### src/rtl/pulse_meter_if.sv
// pulse_meter bus: sampled amplitude in, pulse measurement results out.
// master drives sig and observes results; slave is the meter.
interface pulse_meter_if #(
  parameter int W_CNT = 16
);
  logic [2:0]       sig;
  logic [W_CNT-1:0] width;
  logic [W_CNT-1:0] period;
  logic [2:0]       level;
  logic             level_err;
  logic             meas_valid;
  logic             timeout;

  modport master (
    output sig,
    input  width, period, level,
    input  level_err, meas_valid, timeout
  );

  modport slave (
    input  sig,
    output width, period, level,
    output level_err, meas_valid, timeout
  );
endinterface

### src/rtl/pulse_meter.sv
// pulse_meter: measures width/period/level of a 3-bit pulse stream.
// Optional PULSE_METER_SYNC_EN adds a 2-flop input synchronizer.
module pulse_meter #(
  parameter int W_CNT   = 16,
  parameter int TIMEOUT = 1000
) (
  input  logic          clk,
  input  logic          rst,
  pulse_meter_if.slave  bus
);
  typedef enum logic [1:0] {
    IDLE,
    HIGH,
    LOW
  } state_t;

  localparam logic [W_CNT-1:0] C_TMO = W_CNT'(TIMEOUT);
  localparam logic [W_CNT-1:0] C_MAX = '1;
  localparam logic [W_CNT-1:0] C_ONE = W_CNT'(1);

  state_t           r_state;
  logic [2:0]       r_prev;
  logic [W_CNT-1:0] r_w;
  logic [W_CNT-1:0] r_p;
  logic [W_CNT-1:0] r_idle;
  logic [2:0]       r_lvl0;
  logic             r_err;
  logic [W_CNT-1:0] r_width;
  logic [W_CNT-1:0] r_period;
  logic [2:0]       r_level;
  logic             r_level_err;
  logic             r_valid;
  logic             r_timeout;

  logic [2:0]       w_sig;
  logic             w_rise;
  logic             w_fall;
  logic [W_CNT-1:0] w_p_nxt;
  logic [W_CNT-1:0] w_w_nxt;
  logic [W_CNT-1:0] w_i_nxt;
  logic             w_tmo;

`ifdef PULSE_METER_SYNC_EN
  logic [2:0] r_s1;
  logic [2:0] r_s2;

  always_ff @(posedge clk) begin
    if (rst) begin
      r_s1 <= '0;
      r_s2 <= '0;
    end else begin
      r_s1 <= bus.sig;
      r_s2 <= r_s1;
    end
  end

  assign w_sig = r_s2;
`else
  assign w_sig = bus.sig;
`endif

  assign w_rise  = (r_prev == '0) && (w_sig != '0);
  assign w_fall  = (r_prev != '0) && (w_sig == '0);
  assign w_p_nxt = (r_p == C_MAX) ? r_p : r_p + C_ONE;
  assign w_w_nxt = (r_w == C_MAX) ? r_w : r_w + C_ONE;
  assign w_i_nxt = (r_idle == C_MAX) ? r_idle : r_idle + C_ONE;
  assign w_tmo   = (w_p_nxt == C_TMO);

  always_ff @(posedge clk) begin
    if (rst) begin
      r_state     <= IDLE;
      r_prev      <= '0;
      r_w         <= '0;
      r_p         <= '0;
      r_idle      <= '0;
      r_lvl0      <= '0;
      r_err       <= 1'b0;
      r_width     <= '0;
      r_period    <= '0;
      r_level     <= '0;
      r_level_err <= 1'b0;
      r_valid     <= 1'b0;
      r_timeout   <= 1'b0;
    end else begin
      r_prev  <= w_sig;
      r_valid <= 1'b0;
      unique case (r_state)
        IDLE: begin
          if (w_rise) begin
            r_state   <= HIGH;
            r_p       <= C_ONE;
            r_w       <= C_ONE;
            r_lvl0    <= w_sig;
            r_err     <= 1'b0;
            r_timeout <= 1'b0;
            r_idle    <= '0;
          end else if (!r_timeout) begin
            r_idle <= w_i_nxt;
            if (w_i_nxt == C_TMO) r_timeout <= 1'b1;
          end
        end
        HIGH: begin
          if (w_tmo) begin
            r_state   <= IDLE;
            r_timeout <= 1'b1;
            r_idle    <= '0;
          end else begin
            r_p <= w_p_nxt;
            if (w_sig != '0) begin
              r_w <= w_w_nxt;
              if (w_sig != r_lvl0) r_err <= 1'b1;
            end
            if (w_fall) r_state <= LOW;
          end
        end
        LOW: begin
          if (w_rise) begin
            // publish and restart on the same edge
            r_period    <= r_p;
            r_width     <= r_w;
            r_level     <= r_lvl0;
            r_level_err <= r_err;
            r_valid     <= 1'b1;
            r_state     <= HIGH;
            r_p         <= C_ONE;
            r_w         <= C_ONE;
            r_lvl0      <= w_sig;
            r_err       <= 1'b0;
            r_timeout   <= 1'b0;
          end else if (w_tmo) begin
            r_state   <= IDLE;
            r_timeout <= 1'b1;
            r_idle    <= '0;
          end else begin
            r_p <= w_p_nxt;
          end
        end
        default: r_state <= IDLE;
      endcase
    end
  end

  assign bus.width      = r_width;
  assign bus.period     = r_period;
  assign bus.level      = r_level;
  assign bus.level_err  = r_level_err;
  assign bus.meas_valid = r_valid;
  assign bus.timeout    = r_timeout;
endmodule

### src/flat_wrapper.sv
// flat-port wrapper written by rule: the top's interface ports become plain ports
module pulse_meter_flat 
#(
  parameter int W_CNT   = 16,
  parameter int TIMEOUT = 1000
)
  (clk, rst, bus_sig, bus_width, bus_period, bus_level, bus_level_err, bus_meas_valid, bus_timeout);
  pulse_meter_if #(.W_CNT(W_CNT)) bus_i ();
  input  logic clk;
  input  logic rst;
  input wire logic [$bits(bus_i.sig)-1:0] bus_sig;
  output wire logic [$bits(bus_i.width)-1:0] bus_width;
  output wire logic [$bits(bus_i.period)-1:0] bus_period;
  output wire logic [$bits(bus_i.level)-1:0] bus_level;
  output wire logic [$bits(bus_i.level_err)-1:0] bus_level_err;
  output wire logic [$bits(bus_i.meas_valid)-1:0] bus_meas_valid;
  output wire logic [$bits(bus_i.timeout)-1:0] bus_timeout;
  assign bus_i.sig = bus_sig;
  assign bus_width = bus_i.width;
  assign bus_period = bus_i.period;
  assign bus_level = bus_i.level;
  assign bus_level_err = bus_i.level_err;
  assign bus_meas_valid = bus_i.meas_valid;
  assign bus_timeout = bus_i.timeout;
  pulse_meter #(.W_CNT(W_CNT), .TIMEOUT(TIMEOUT)) u_core (.clk(clk), .rst(rst), .bus(bus_i));
endmodule
### config.mk
export PLATFORM = sky130hd
export DESIGN_NAME = pulse_meter_flat
export DESIGN_NICKNAME = d
export VERILOG_FILES = /design/src/rtl/pulse_meter_if.sv /design/src/rtl/pulse_meter.sv /design/src/flat_wrapper.sv
export SDC_FILE = /design/constraint.sdc
export NUM_CORES = 1
export LEC_CHECK = 0
export CAP_MARGIN = 20
export CELL_PAD_IN_SITES_DETAIL_PLACEMENT = 1
export CELL_PAD_IN_SITES_GLOBAL_PLACEMENT = 2
export CORE_ASPECT_RATIO = 1.2
export CORE_MARGIN = 8
export CORE_UTILIZATION = 37
export DETAILED_ROUTE_END_ITERATION = 6
export GPL_ROUTABILITY_DRIVEN = 0
export PLACE_DENSITY = 0.95
export REMOVE_ABC_BUFFERS = 1
export SKIP_CTS_REPAIR_TIMING = 1
export SYNTH_ARGS = -nofsm -noshare
export SYNTH_HDL_FRONTEND = slang
export SYNTH_SLANG_ARGS = --single-unit
### constraint.sdc
create_clock -name clk -period 5.25 [get_ports clk]
set_input_delay 1.3125 -clock clk [delete_from_list [all_inputs] [get_ports clk]]
set_output_delay 1.3125 -clock clk [all_outputs]
set_load 0.01 [all_outputs]
Word-level counts from Yosys, hierarchy flattened
Cells that the tools add are included.

storage, ports and cells
  flip-flop bits (word level) = 95
  output and inout port bits = 38
  input port bits = 5

cells by class
  eq/ne operators = 18
  multiplexer cells = 33
  reductions and logical operators = 18
  add/sub/neg operators = 3
  bitwise operators = 1

operator list
  kind                                                   count
  two-way mux 16 bit                                     12
  case mux 16 bit (3 select lines)                       2
  adder 16 x 1 -> 16 bit, second input constant          3
  equality test 16 bit, second input constant            3
  equality test 16 x 10 -> 1 bit, second input constant  2
  case mux 16 bit (2 select lines)                       1
  two-way mux 1 bit                                      10
  two-way mux 2 bit                                      5
  AND reduction 5 bit                                    2
  nonzero test 3 bit                                     3
  inequality test 2 x 1 -> 1 bit, second input constant  4
  zero test 3 bit                                        2
  inequality test 2 bit, second input constant           3
  inequality test 3 x 1 -> 1 bit, second input constant  2
  case mux 2 bit (3 select lines)                        1
  AND reduction 2 bit                                    3
  AND reduction 3 bit                                    2
  OR reduction 2 bit                                     2
  inequality test 3 bit                                  1
  inequality test 3 bit, second input constant           1
  case mux 1 bit (3 select lines)                        1
  equality test 2 x 1 -> 1 bit, second input constant    1
  equality test 2 bit, second input constant             1
  logical AND 1 bit                                      2
  4 further kinds                                        4

Depth between registers and ports, before layout
  word-level depth = 7
  gate-level depth with buffers = 12
  mapped depth without buffers = 9

Least setup slack after synthesis
Ideal clock, no wire load.

  path type = input to register
  start point = input port bus_sig[2]
  end point = register u_core.r_p[11]
  setup slack = 1.959 ns
  stages = 9
  buffers on the path = 2
  setup time = 0.070 ns
  arrival = 3.221 ns
  cell sequence = clkbuf_1 -> nor3_1 -> nand2b_1 -> a21oi_1 -> nor2b_1 -> clkbuf_1 -> nand2_1 -> or4_1 -> a21oi_1

between the ends
  word-level cells in the longest chain between the ends = 4

ends and longest elaborated chain
  item                                                                     RTL line            text
  start, declared                                                          flat_wrapper.sv:11  input wire logic [$bits(bus_i.sig)-1:0] bus_sig;
  nonzero test 3 bit (*)                                                   pulse_meter.sv:62   assign w_rise = (r_prev == '0) && (w_sig != '0);
  logical AND 1 bit (*)                                                    pulse_meter.sv:62
  two-way mux 16 bit or inequality test 2 x 1 -> 1 bit (tied branches)     -
  case mux 16 bit (3 select lines) or AND reduction 2 bit (tied branches)  -
  end signal, assigned                                                     pulse_meter.sv:108  r_p <= w_p_nxt;
  end signal, assigned                                                     pulse_meter.sv:135  r_p <= w_p_nxt;
  end, declared                                                            pulse_meter.sv:24   logic [W_CNT-1:0] r_p;

Mark *: on every way between the ends. The rest lies on a longest branch, timed or not.
A chain may end at the register's enable or synchronous reset.

Worst setup path after layout
  start point = register u_core.r_p[0]
  end point = register u_core.r_w[3]

between the ends
  word-level cells in the longest chain between the ends = 5

ends and longest elaborated chain
  item                                                            RTL line            text
  adder 16 x 1 -> 16 bit or equality test 16 bit (tied branches)  pulse_meter.sv:64   assign w_p_nxt = (r_p == C_MAX) ? r_p : r_p + C_ONE;
  two-way mux 16 bit (*)                                          pulse_meter.sv:64
  equality test 16 x 10 -> 1 bit (*)                              pulse_meter.sv:67   assign w_tmo = (w_p_nxt == C_TMO);
  inequality test 2 bit (no source line) (*)                      -
  AND reduction 5 bit (no source line) (*)                        -
  end signal, assigned                                            pulse_meter.sv:110  r_w <= w_w_nxt;
  end, declared                                                   pulse_meter.sv:23   logic [W_CNT-1:0] r_w;

Marked as above.

==> flow_metrics.py <==
metrics = {
    "status": {
        "status": "completed",
    },
    "cells_and_area": {
        "fin_area_um2": 5750,
        "drive_gt1_share_pct": 6.45,
        "multi_input_area_um2": 2840,
        "fillCellCount": 1568,
        "antenna_cells": 0,
        "layout_common_cells": "115 x nand2_1, 95 x dfxtp_1, 72 x a21oi_1, 46 x nor2_1, 41 x clkdlybuf4s50_1",
        "utilization_pct": 43.6,
        "regArea_um2": 1900,
        "fin_nets": 660,
        "syn_to_final_growth_pct": 15.1,
        "final_common_cell": "nand2_1",
    },
    "clocking": {
        "path_clk_slew_ns": 0.06,
        "htreeDepth": 3,
        "cts_buffer_depth": 2,
        "cts_root_buffer": "clkbuf_16",
        "cts.sinks": 95,
        "clk_latency_ns": 0.36,
        "numCtsBuffers": 9,
        "cts_tree": "yes",
    },
    "drt": {
        "drt_pass1_iterations": 4,
        "wl_mm": 14.6,
        "vias": 4774,
        "first_iter_violations": 271,
        "postRouteAntennaNets": 0,
        "drc": 0,
        "wl_per_cell_um": 17.9,
        "avgViaCountPerCell": 5.83,
    },
    "setup_path": {
        "worst_setup_path_end_kind": "flip-flop",
        "crit_arrival_ns": 4.11,
        "startpoint": "u_core.r_p[0]",
        "crit_fanout": 20,
        "rrSetupSlack_ns": 1.38,
        "cp_data_required_time_ns": 5.49,
        "reg2reg_from": "u_core.r_p[0]",
        "path_class": "flip-flop to flip-flop",
        "start_kind": "flip-flop",
    },
    "floorplanning": {
        "die_x_um": 122,
        "io_pins": 43,
        "start_util_pct": 37.9,
        "die_y_um": 143,
        "core_um2": 13200,
        "rows": 46,
        "fp.dieArea_um2": 17500,
    },
    "timing": {
        "fin_ws_ns": 1.38,
        "setup_tns_ns": 0,
        "finalCriticalPeriod_ns": 3.87,
        "report.final.slew_viol_count": 0,
        "fmax_mhz": 258,
        "tightest_slew_ns": 0.961,
        "rsz0062_at_grt": "no",
        "setup_viol": 0,
        "slew_headroom_pct": 35.9,
        "timing_hold_violations_final": 0,
        "fin_skew_ns": 0.00882,
        "period_share_pct": 73.7,
    },
    "run": {
        "drv_cap": 0,
    },
    "power": {
        "finalPower_uw": 1900,
        "p_comb_share_pct": 22.6,
        "clockPowerShare_pct": 36.3,
        "switching_share_pct": 31.7,
        "switching_power_uw": 604,
        "intPower_uw": 1300,
        "p_leak_uw": 0.00192,
        "peakVddDrop_v": 0.000132,
        "seqPwrFrac_pct": 41.0,
        "power_density_nw_per_um2": 331,
    },
    "worst_hold_path": {
        "hold_start": "u_core.bus.period[11]",
        "min-delay-path-class": "flip-flop to flip-flop",
    },
    "synth": {
        "async_flop_share_pct": 0,
        "ys_warn_count": 0,
        "ys_types": 67,
        "synth_seq_cells": 95,
        "synthCells": 639,
        "synth.yosys.seq_area_share_pct": 38.1,
        "avgSynthCellArea_um2": 7.82,
        "syn_area_um2": 4990,
        "ys.flop_type": "dfxtp_1",
        "synth_edf_count": 0,
    },
    "global_route": {
        "grt_use_total_pct": 17.2,
        "antenna_found_initial": 0,
        "grt_pass1_wl_mm": 24.5,
        "grt_max_degree": 87,
        "grt_overflow": 0,
        "grt_pass1_vias": 4846,
    },
    "placement": {
        "place_area_um2": 5450,
        "dp_hpwl_mm": 10.1,
        "post-place-ws_ns": 1.09,
        "numPortBuffers": 42,
    },
}
-- power groups by stage --
stage / combinational [uW] / sequential [uW] / clock, uW
2_1_floorplan: 296 / 785 / 0
3_3_place_gp: 416 / 793 / 0
3_5_place_dp: 432 / 796 / 0
4_1_cts: 434 / 780 / 705
5_1_grt: 478 / 785 / 739
6_report: 431 / 781 / 692
-- synth_stat cells (2+ instances only) --
master,number,share of area (%)
nor4_1,10,1.3
a21oi_1,72,7.2
a22oi_1,3,0.45
and3_1,15,1.9
nor3_1,25,2.5
nor2_1,46,3.5
nand4_1,6,0.75
a31oi_1,13,1.6
clkbuf_1,31,2.3
nand3_2,2,0.40
nand3_1,28,2.8
o21ai_0,18,1.8
nand3b_1,4,0.60
o21a_1,4,0.60
xor2_1,2,0.35
and4_1,4,0.70
a41oi_1,2,0.35
a32o_1,15,3.0
ha_1,7,1.8
xnor2_1,7,1.2
mux2i_1,5,1.0
buf_2,9,0.90
a21o_1,4,0.60
o22ai_1,5,0.63
buf_1,7,0.53
nor3b_1,6,0.90
nand2_1,115,8.6
o41ai_1,2,0.35
nand4_4,2,0.85
and2_1,3,0.38
dfxtp_1,95,38
nand4_2,2,0.50
a311oi_1,8,1.4
o211ai_1,10,1.5
nor2b_1,5,0.63
buf_6,3,0.68
or4_1,2,0.30
a211oi_2,2,0.50
inv_1,7,0.53
a41o_1,2,0.40
nand2b_1,4,0.50
or3_1,2,0.25
-- layout make-up --
cell class / count / area share, %
Sequential cell: 95 / 33.1
Tap cell: 168 / 3.66
Clock inverter: 4 / 1.26
Timing Repair Buffer: 49 / 8.14
Multi-Input combinational cell: 485 / 49.3
Inverter: 8 / 0.522
Clock buffer: 10 / 3.98
-- cell families after synthesis --
logic type,after synthesis,share of synthesized area [%]
AOI/OAI and AO/OA,173,23.2
xor gates and xnor gates,9,1.58
adders and majority gates,7,1.75
buffers and inverters,59,5.14
DFF,95,38.1
muxes,6,1.23
and+or+nand+nor,290,29.0
-- sequential cells by signal, indices dropped and copies added, names as in the netlist --
name,cells
u_core.bus.period,16
u_core.bus.timeout,1
u_core.r_prev,3
u_core.r_lvl0,3
u_core.bus.level_err,1
u_core.r_state,2
u_core.r_w,16
u_core.r_err,1
u_core.r_p,16
u_core.bus.width,16
u_core.r_idle,16
u_core.bus.meas_valid,1
u_core.bus.level,3
-- critical path, stage by stage (launching register included) --
cell       delay [ns]
dfxtp_1          0.48
ha_1             0.28
nand3_2          0.24
or4_4            0.64
a2111oi_4        0.39
nand4_2          0.15
nor4_2           0.57
o21ai_1          0.14
buf_4            0.22
and3_1           0.33
a32o_1           0.30
-- metal layers --
metal	wire, um	global-route usage, %
met1	6320	20.2
met2	7460	29.6
met3	527	3.56
met4	319	7.13
met5	0	0
-- per-stage QoR --
stage,instances,hold WS [ns]
after floorplan,588,0.426
after global placement,805,0.442
after detailed placement,805,0.447
after CTS,819,0.456
after global routing,819,0.469
final,819,0.454
-- worst paths after layout --
check / to / depth (start not counted)
setup / recovery: u_core.r_w[3] / 10
setup reg to reg: u_core.r_w[3] / 10
hold / removal: u_core.bus.period[11] / 2
hold reg to reg: u_core.bus.period[11] / 2
(Power assumes the default switching activity.)
